`src/rtl/emin_pkg.sv`:
```
// Shared definitions for the Emin row scheduler.
//   state_e : scheduler FSM states
//   tri_aw  : address width of a triangular buffer holding rows 0..n-1,
//             where row i holds i+1 words
package emin_pkg;

  typedef enum logic [2:0] {
    IDLE,
    ISSUE,
    WAIT,
    ROW_DONE,
    DONE
  } state_e;

  function automatic int tri_aw(input int n);
    return $clog2(n * (n + 1) / 2);
  endfunction

endpackage

```
`src/rtl/emin_rowmin.sv`:
```
// Running signed minimum / argmin of the results of one row.
//   clk_in, rst_in  : clock, synchronous active-high reset
//   clr_in          : clear to zero (start of a sweep)
//   load_in         : first result of a row, unconditional load
//   upd_in          : later result, replaces only if strictly smaller
//   data_in, j_in   : result word and its column index
//   min_out, argmin_out : current minimum and its column
module emin_rowmin #(
  parameter int BIT_WIDTH = 32,
  parameter int IW        = 8
) (
  input  logic                 clk_in,
  input  logic                 rst_in,
  input  logic                 clr_in,
  input  logic                 load_in,
  input  logic                 upd_in,
  input  logic [BIT_WIDTH-1:0] data_in,
  input  logic [IW-1:0]        j_in,
  output logic [BIT_WIDTH-1:0] min_out,
  output logic [IW-1:0]        argmin_out
);

  logic [BIT_WIDTH-1:0] min_q, min_d;
  logic [IW-1:0]        arg_q, arg_d;

  always_comb begin
    min_d = min_q;
    arg_d = arg_q;
    if (clr_in) begin
      min_d = '0;
      arg_d = '0;
    end else if (load_in || (upd_in && ($signed(data_in) < $signed(min_q)))) begin
      // strict compare: ties keep the earlier (lower) column
      min_d = data_in;
      arg_d = j_in;
    end
  end

  always_ff @(posedge clk_in) begin
    if (rst_in) begin
      min_q <= '0;
      arg_q <= '0;
    end else begin
      min_q <= min_d;
      arg_q <= arg_d;
    end
  end

  assign min_out    = min_q;
  assign argmin_out = arg_q;

endmodule

```
`src/rtl/emin_sched.sv`:
```
// Emin row scheduler: launches rows 0..n-1 into the Emin datapath, writes
// each returned word to a triangular E buffer (row i at base i*(i+1)/2),
// and reports the per-row signed minimum / argmin.
//   clk_in, rst_in        : clock, synchronous active-high reset
//   start_in, n_in        : sweep start pulse and row count (0..I)
//   emin_i_out/valid_out  : row launch to the datapath
//   emin_valid_in/j_in/data_in : results from the datapath
//   wr_en/addr/data_out   : E buffer write port (one cycle after a result)
//   row_valid/i/min/argmin_out : per-row minimum report
//   busy_out, done_out, err_out : status
module emin_sched
  import emin_pkg::*;
#(
  parameter int BIT_WIDTH = 32,
  parameter int I         = 160,
  parameter int TIMEOUT   = 1023,
  localparam int IW       = $clog2(I),
  localparam int AW       = tri_aw(I)
) (
  input  logic                 clk_in,
  input  logic                 rst_in,
  input  logic                 start_in,
  input  logic [IW:0]          n_in,
  output logic [IW-1:0]        emin_i_out,
  output logic                 emin_valid_out,
  input  logic                 emin_valid_in,
  input  logic [IW-1:0]        emin_j_in,
  input  logic [BIT_WIDTH-1:0] emin_data_in,
  output logic                 wr_en_out,
  output logic [AW-1:0]        wr_addr_out,
  output logic [BIT_WIDTH-1:0] wr_data_out,
  output logic                 row_valid_out,
  output logic [IW-1:0]        row_i_out,
  output logic [BIT_WIDTH-1:0] row_min_out,
  output logic [IW-1:0]        row_argmin_out,
  output logic                 busy_out,
  output logic                 done_out,
  output logic                 err_out
);

  localparam int WDW = $clog2(TIMEOUT + 1);

  state_e               state_q, state_d;
  logic [IW:0]          n_q, n_d;
  logic [IW-1:0]        i_q, i_d, exp_j_q, exp_j_d;
  logic [AW-1:0]        base_q, base_d;
  logic [WDW-1:0]       wd_q, wd_d;
  logic                 err_q, err_d;
  logic                 ev_q, ev_d, wr_en_q, wr_en_d, rv_q, rv_d, done_q, done_d;
  logic [IW-1:0]        ei_q, ei_d, ri_q, ri_d, ra_q, ra_d;
  logic [AW-1:0]        wa_q, wa_d;
  logic [BIT_WIDTH-1:0] wdat_q, wdat_d, rm_q, rm_d;
  logic [BIT_WIDTH-1:0] min_w;
  logic [IW-1:0]        arg_w;
  logic                 start_acc, res_ok, row_end, timeout, last_row;

  assign start_acc = (state_q == IDLE) && start_in;
  assign res_ok    = (state_q == WAIT) && emin_valid_in;
  assign row_end   = res_ok && (exp_j_q == i_q);
  assign timeout   = (state_q == WAIT) && !emin_valid_in &&
                     (wd_q + 1'b1 == WDW'(TIMEOUT));
  assign last_row  = ({1'b0, i_q} == n_q - 1'b1);

  emin_rowmin #(.BIT_WIDTH(BIT_WIDTH), .IW(IW)) u_rowmin (
    .clk_in     (clk_in),
    .rst_in     (rst_in),
    .clr_in     (start_acc),
    .load_in    (res_ok && (exp_j_q == '0)),
    .upd_in     (res_ok && (exp_j_q != '0)),
    .data_in    (emin_data_in),
    .j_in       (exp_j_q),
    .min_out    (min_w),
    .argmin_out (arg_w)
  );

  // next state
  always_comb begin
    state_d = state_q;
    unique case (state_q)
      IDLE:     if (start_in) state_d = (n_in == '0) ? DONE : ISSUE;
      ISSUE:    state_d = WAIT;
      WAIT:     if (row_end) state_d = ROW_DONE;
                else if (timeout) state_d = DONE;
      ROW_DONE: state_d = last_row ? DONE : ISSUE;
      DONE:     state_d = IDLE;
      default:  state_d = IDLE;
    endcase
  end

  // counters and sticky error
  always_comb begin
    n_d     = n_q;
    i_d     = i_q;
    base_d  = base_q;
    exp_j_d = exp_j_q;
    wd_d    = wd_q;
    err_d   = err_q;
    if (start_acc) begin
      n_d    = n_in;
      i_d    = '0;
      base_d = '0;
      err_d  = 1'b0;
    end
    if (state_q == ISSUE) begin
      exp_j_d = '0;
      wd_d    = '0;
    end
    if (state_q == WAIT) begin
      if (emin_valid_in) begin
        exp_j_d = exp_j_q + 1'b1;
        wd_d    = '0;
        if (emin_j_in != exp_j_q) err_d = 1'b1;
      end else begin
        wd_d = wd_q + 1'b1;
        if (timeout) err_d = 1'b1;
      end
    end
    if (state_q == ROW_DONE) begin
      base_d = base_q + AW'(i_q) + 1'b1;
      i_d    = i_q + 1'b1;
    end
    // stray results during a sweep flag an error; in IDLE they are leftovers
    // of an abandoned sweep and are dropped silently
    if (emin_valid_in && (state_q != WAIT) && (state_q != IDLE)) err_d = 1'b1;
  end

  // registered outputs
  always_comb begin
    ev_d    = (state_d == ISSUE);
    ei_d    = (state_d == ISSUE) ? i_d : ei_q;
    wr_en_d = res_ok;
    wa_d    = res_ok ? base_q + AW'(exp_j_q) : wa_q;
    wdat_d  = res_ok ? emin_data_in : wdat_q;
    rv_d    = (state_q == ROW_DONE);
    ri_d    = (state_q == ROW_DONE) ? i_q : ri_q;
    rm_d    = (state_q == ROW_DONE) ? min_w : rm_q;
    ra_d    = (state_q == ROW_DONE) ? arg_w : ra_q;
    done_d  = (state_q == DONE);
  end

  always_ff @(posedge clk_in) begin
    if (rst_in) begin
      state_q <= IDLE;
      n_q     <= '0;
      i_q     <= '0;
      base_q  <= '0;
      exp_j_q <= '0;
      wd_q    <= '0;
      err_q   <= 1'b0;
      ev_q    <= 1'b0;
      ei_q    <= '0;
      wr_en_q <= 1'b0;
      wa_q    <= '0;
      wdat_q  <= '0;
      rv_q    <= 1'b0;
      ri_q    <= '0;
      rm_q    <= '0;
      ra_q    <= '0;
      done_q  <= 1'b0;
    end else begin
      state_q <= state_d;
      n_q     <= n_d;
      i_q     <= i_d;
      base_q  <= base_d;
      exp_j_q <= exp_j_d;
      wd_q    <= wd_d;
      err_q   <= err_d;
      ev_q    <= ev_d;
      ei_q    <= ei_d;
      wr_en_q <= wr_en_d;
      wa_q    <= wa_d;
      wdat_q  <= wdat_d;
      rv_q    <= rv_d;
      ri_q    <= ri_d;
      rm_q    <= rm_d;
      ra_q    <= ra_d;
      done_q  <= done_d;
    end
  end

  assign emin_valid_out = ev_q;
  assign emin_i_out     = ei_q;
  assign wr_en_out      = wr_en_q;
  assign wr_addr_out    = wa_q;
  assign wr_data_out    = wdat_q;
  assign row_valid_out  = rv_q;
  assign row_i_out      = ri_q;
  assign row_min_out    = rm_q;
  assign row_argmin_out = ra_q;
  assign busy_out       = (state_q != IDLE);
  assign done_out       = done_q;
  assign err_out        = err_q;

endmodule

```
`config.mk`:
```
export PLATFORM = sky130hd
export DESIGN_NAME = emin_sched
export DESIGN_NICKNAME = d
export VERILOG_FILES = /design/src/rtl/emin_pkg.sv /design/src/rtl/emin_rowmin.sv /design/src/rtl/emin_sched.sv
export SDC_FILE = /design/constraint.sdc
export NUM_CORES = 1
export LEC_CHECK = 0
export ABC_AREA = 1
export CORE_UTILIZATION = 35
export DETAILED_ROUTE_END_ITERATION = 6
export HOLD_SLACK_MARGIN = 0.15
export PLACE_DENSITY = 0.55
export SYNTH_ARGS = -nofsm -noshare
export SYNTH_HDL_FRONTEND = slang
export SYNTH_SLANG_ARGS = --single-unit
```
`constraint.sdc`:
```
create_clock -name clk_in -period 6.6 [get_ports clk_in]
set_input_delay 0.99 -clock clk_in [delete_from_list [all_inputs] [get_ports clk_in]]
set_output_delay 0.99 -clock clk_in [all_outputs]
set_load 0.05 [all_outputs]
```
==> flow_summary.toml <==
[synth]
ys_types = 46
yosysMostFrequentCell = "nand2_1"
synth_common_cells = "nand2_1 (237), dfxtp_1 (199), nor2_1 (188)"
avgSynthCellArea_sq_um = 7.27
synth_top_cell_by_area = "dfxtp_1"
synth_edf_count = 0
synth_cells = 1334
synth_seq_cells = 199
synth_warnings = 0
synth.top_cell.area_share_pct = 41.1
synth_top_cells_by_area = "dfxtp_1 (41%), nand2_1 (9.2%), nor2_1 (7.3%)"
seq_area_frac_synth_pct = 41.1
synth_area_sq_um = 9700
synthArstFlopShare_pct = 0
syn_nets = 1442
synth_top_flop_cell = "dfxtp_1"

[sta]
worst_hold_slack_ns = 0.461
finalCritPeriodShare_pct = 52.9
postLayoutSetupSlackWorst_ns = 3.11
slew_violations = 0
tightest_slew_ns = 0.950
setup_tns_ns = 0
finClkSkew_ns = 0.0188
hold_viol = 0
rsz0062_at_grt = "false"
fin_crit_ns = 3.49
slew_headroom_pct = 36.6
finalSetupViolCount = 0
max_freq_mhz = 286

[clock_network]
htree_num_levels = 4
clock_path_buffers = 2
cts_resized = 0
post-cts-setup-buffer-count = 0
numCtsBuffers = 17
cts_root_buffer = "clkbuf_16"
tritoncts = "done"
clk_latency_ns = 0.44
cts_sinks = 199
cts.hold.buffers_added = 0
clkTransAtPathRegs_ns = 0.08

[detailed_routing]
wire_per_inst_um = 14.7
drt_first_iter_violations = 589
via_per_inst = 4.79
finalWirelength_mm = 27.2
ant_nets = 0
drc_errors = 0
first_pass_iters = 5
vias = 8864

[global_routing]
grt_max_degree = 54
grt_pass1_wl_mm = 43.7
antenna_found_initial = 1
grt_pass1_vias = 8379
grtUsageTotal_pct = 19.3
globalRouteOverflowTotal = 0

[power]
p_clk_share_pct = 41.2
vdd_drop_max_mv = 0.156
p_int_w = 0.00194
p_sw_w = 0.000788
pwr-share-seq_pct = 45.8
switching_share_pct = 28.9
comb_power_share_pct = 13.0
p_per_area_nw_per_um2 = 224
p_leak_nw = 4.89

[critical_path]
rr_startpoint = "state_q[0]$_SDFF_PP0_"
reg2reg_to = "u_rowmin.argmin_out[2]$_SDFFE_PP0P_"
worstPathRequired_ns = 6.98
cp-endpoint = "u_rowmin.argmin_out[2]$_SDFFE_PP0P_"
start_kind = "input port"
worstSetupEndpointType = "flop"
r2r_cells = 10
r2r_slack_ns = 3.63
path_class = "input port to flop"
cp.arrival_ns = 3.87
critPathLaunch = "emin_data_in[29]"
path_max_fanout = 21

[cells_and_area]
nNetsFinal = 1573
drive_above_1_share_pct = 4.87
fillers = 2745
diodes = 0
utilization_pct = 45.1
fin_area_sq_um = 12200
areaGrowthSynthToFinish_pct = 25.9

[floorplanning]
row_count = 60
start_util_pct = 35.8
io_pins = 161
core_region_area_sq_um = 27100
dieWidth_um = 168
die-area_sq_um = 28400
fp.dieH_um = 168

[placement]
dp_hpwl_mm = 19.3
portBuffers = 160
dpl_cell_area_sq_um = 11600
gp_congestion = 0.849
pre_cts_ws_ns = 2.63

[min_path]
min_delay_path_depth = 2
hold_class = "flop to flop"

[outcome]
run_status = "completed"

[job]
drv_cap = 0
-- routing by layer --
layer / GRT usage (%) / share of wire [%]
met1: 25.4 / 48
met2: 32.0 / 45
met3: 4.42 / 5.6
met5: 0 / 0.044
met4: 4.78 / 1.1
-- registers in the layout, indices dropped and copies added, names as in the netlist, 3 cells and up --
signal	flops
exp_j_q	8
row_i_out	8
i_q	8
n_q	9
wd_q	10
row_argmin_out	8
u_rowmin.argmin_out	8
row_min_out	32
u_rowmin.min_out	32
emin_i_out	8
wr_data_out	32
base_q	14
state_q	3
wr_addr_out	14
-- power groups by stage --
stage                     Clock, W  Sequential (W)  Combinational (W)
after floorplan                  0         0.00135           0.000162
after global placement           0         0.00128           0.000357
after detailed placement         0         0.00128           0.000358
after CTS                  0.00115         0.00125           0.000359
after global routing       0.00120         0.00126           0.000391
final                      0.00113         0.00125           0.000356
-- cell usage in the layout, fill, tap and decap left out, drive strengths merged --
| cell type | instances |
|---|---|
| a211oi | 28 |
| a21o | 2 |
| a21oi | 111 |
| a31oi | 6 |
| a32o | 1 |
| a32oi | 1 |
| and2 | 1 |
| buf | 11 |
| bufinv | 2 |
| clkbuf | 17 |
| clkdlybuf4s50 | 159 |
| clkinv | 6 |
| clkinvlp | 1 |
| dfxtp | 199 |
| fa | 2 |
| ha | 53 |
| inv | 172 |
| nand2 | 242 |
| nand3 | 77 |
| nand3b | 1 |
| nand4 | 13 |
| nor2 | 193 |
| nor3 | 10 |
| nor4 | 6 |
| o211ai | 5 |
| o21a | 6 |
| o21ai | 105 |
| o221ai | 1 |
| o22ai | 2 |
| o31ai | 2 |
| o32ai | 2 |
| o41ai | 1 |
| or2 | 5 |
| xnor2 | 12 |
| xor2 | 23 |
-- cell families after synthesis --
family	share of synthesized area [%]
AND/OR/NAND/NOR	23.8
AO/OA/AOI/OAI	15.6
buffers and inverters	9.08
flip-flops	41.1
adder cells (fa/ha/maj)	7.25
XOR/XNOR	3.16
-- cell type report --
class                   count  area, sq um  share of cell area (%)
inverters                 166          623                    5.10
clock buffers              17          425                    3.48
multi-input cells         911         4830                    39.6
flip-flops and latches    199         3980                    32.6
well taps                 372          465                    3.81
repair buffers            170         1670                    13.7
clock inverters            15          210                    1.72
-- how the worst min path moves through the flow --
stage | from | end | slack, ns
final | wr_data_out[23]$_SDFFE_PP0P_ | wr_data_out[23]$_SDFFE_PP0P_ | 0.46
after global routing | wr_data_out[23]$_SDFFE_PP0P_ | wr_data_out[23]$_SDFFE_PP0P_ | 0.48
after CTS | wr_data_out[23]$_SDFFE_PP0P_ | wr_data_out[23]$_SDFFE_PP0P_ | 0.46
after detailed placement | wr_data_out[23]$_SDFFE_PP0P_ | wr_data_out[23]$_SDFFE_PP0P_ | 0.45
after global placement | wr_data_out[9]$_SDFFE_PP0P_ | wr_data_out[9]$_SDFFE_PP0P_ | 0.45
after floorplan | u_rowmin.argmin_out[5]$_SDFFE_PP0P_ | row_argmin_out[5]$_SDFFE_PP0P_ | 0.43
-- metrics by stage --
stage,cells,total power (W)
6_report,1850,0.00273
5_1_grt,1850,0.00285
4_1_cts,1850,0.00276
3_5_place_dp,1818,0.00164
3_3_place_gp,1818,0.00164
2_1_floorplan,1334,0.00151
-- worst max-delay path: stages --
cell             delay (ns)
clkdlybuf4s50_1        0.45
ha_1                   0.32
a21oi_1                0.20
o21ai_1                0.08
a21o_1                 0.16
a21oi_1                0.22
nand2_1                0.12
nand2_1                0.07
nand3_1                0.32
nand2_1                0.41
buf_4                  0.36
nor2_1                 0.07
nor2_1                 0.10
(Power assumes the default switching activity.)
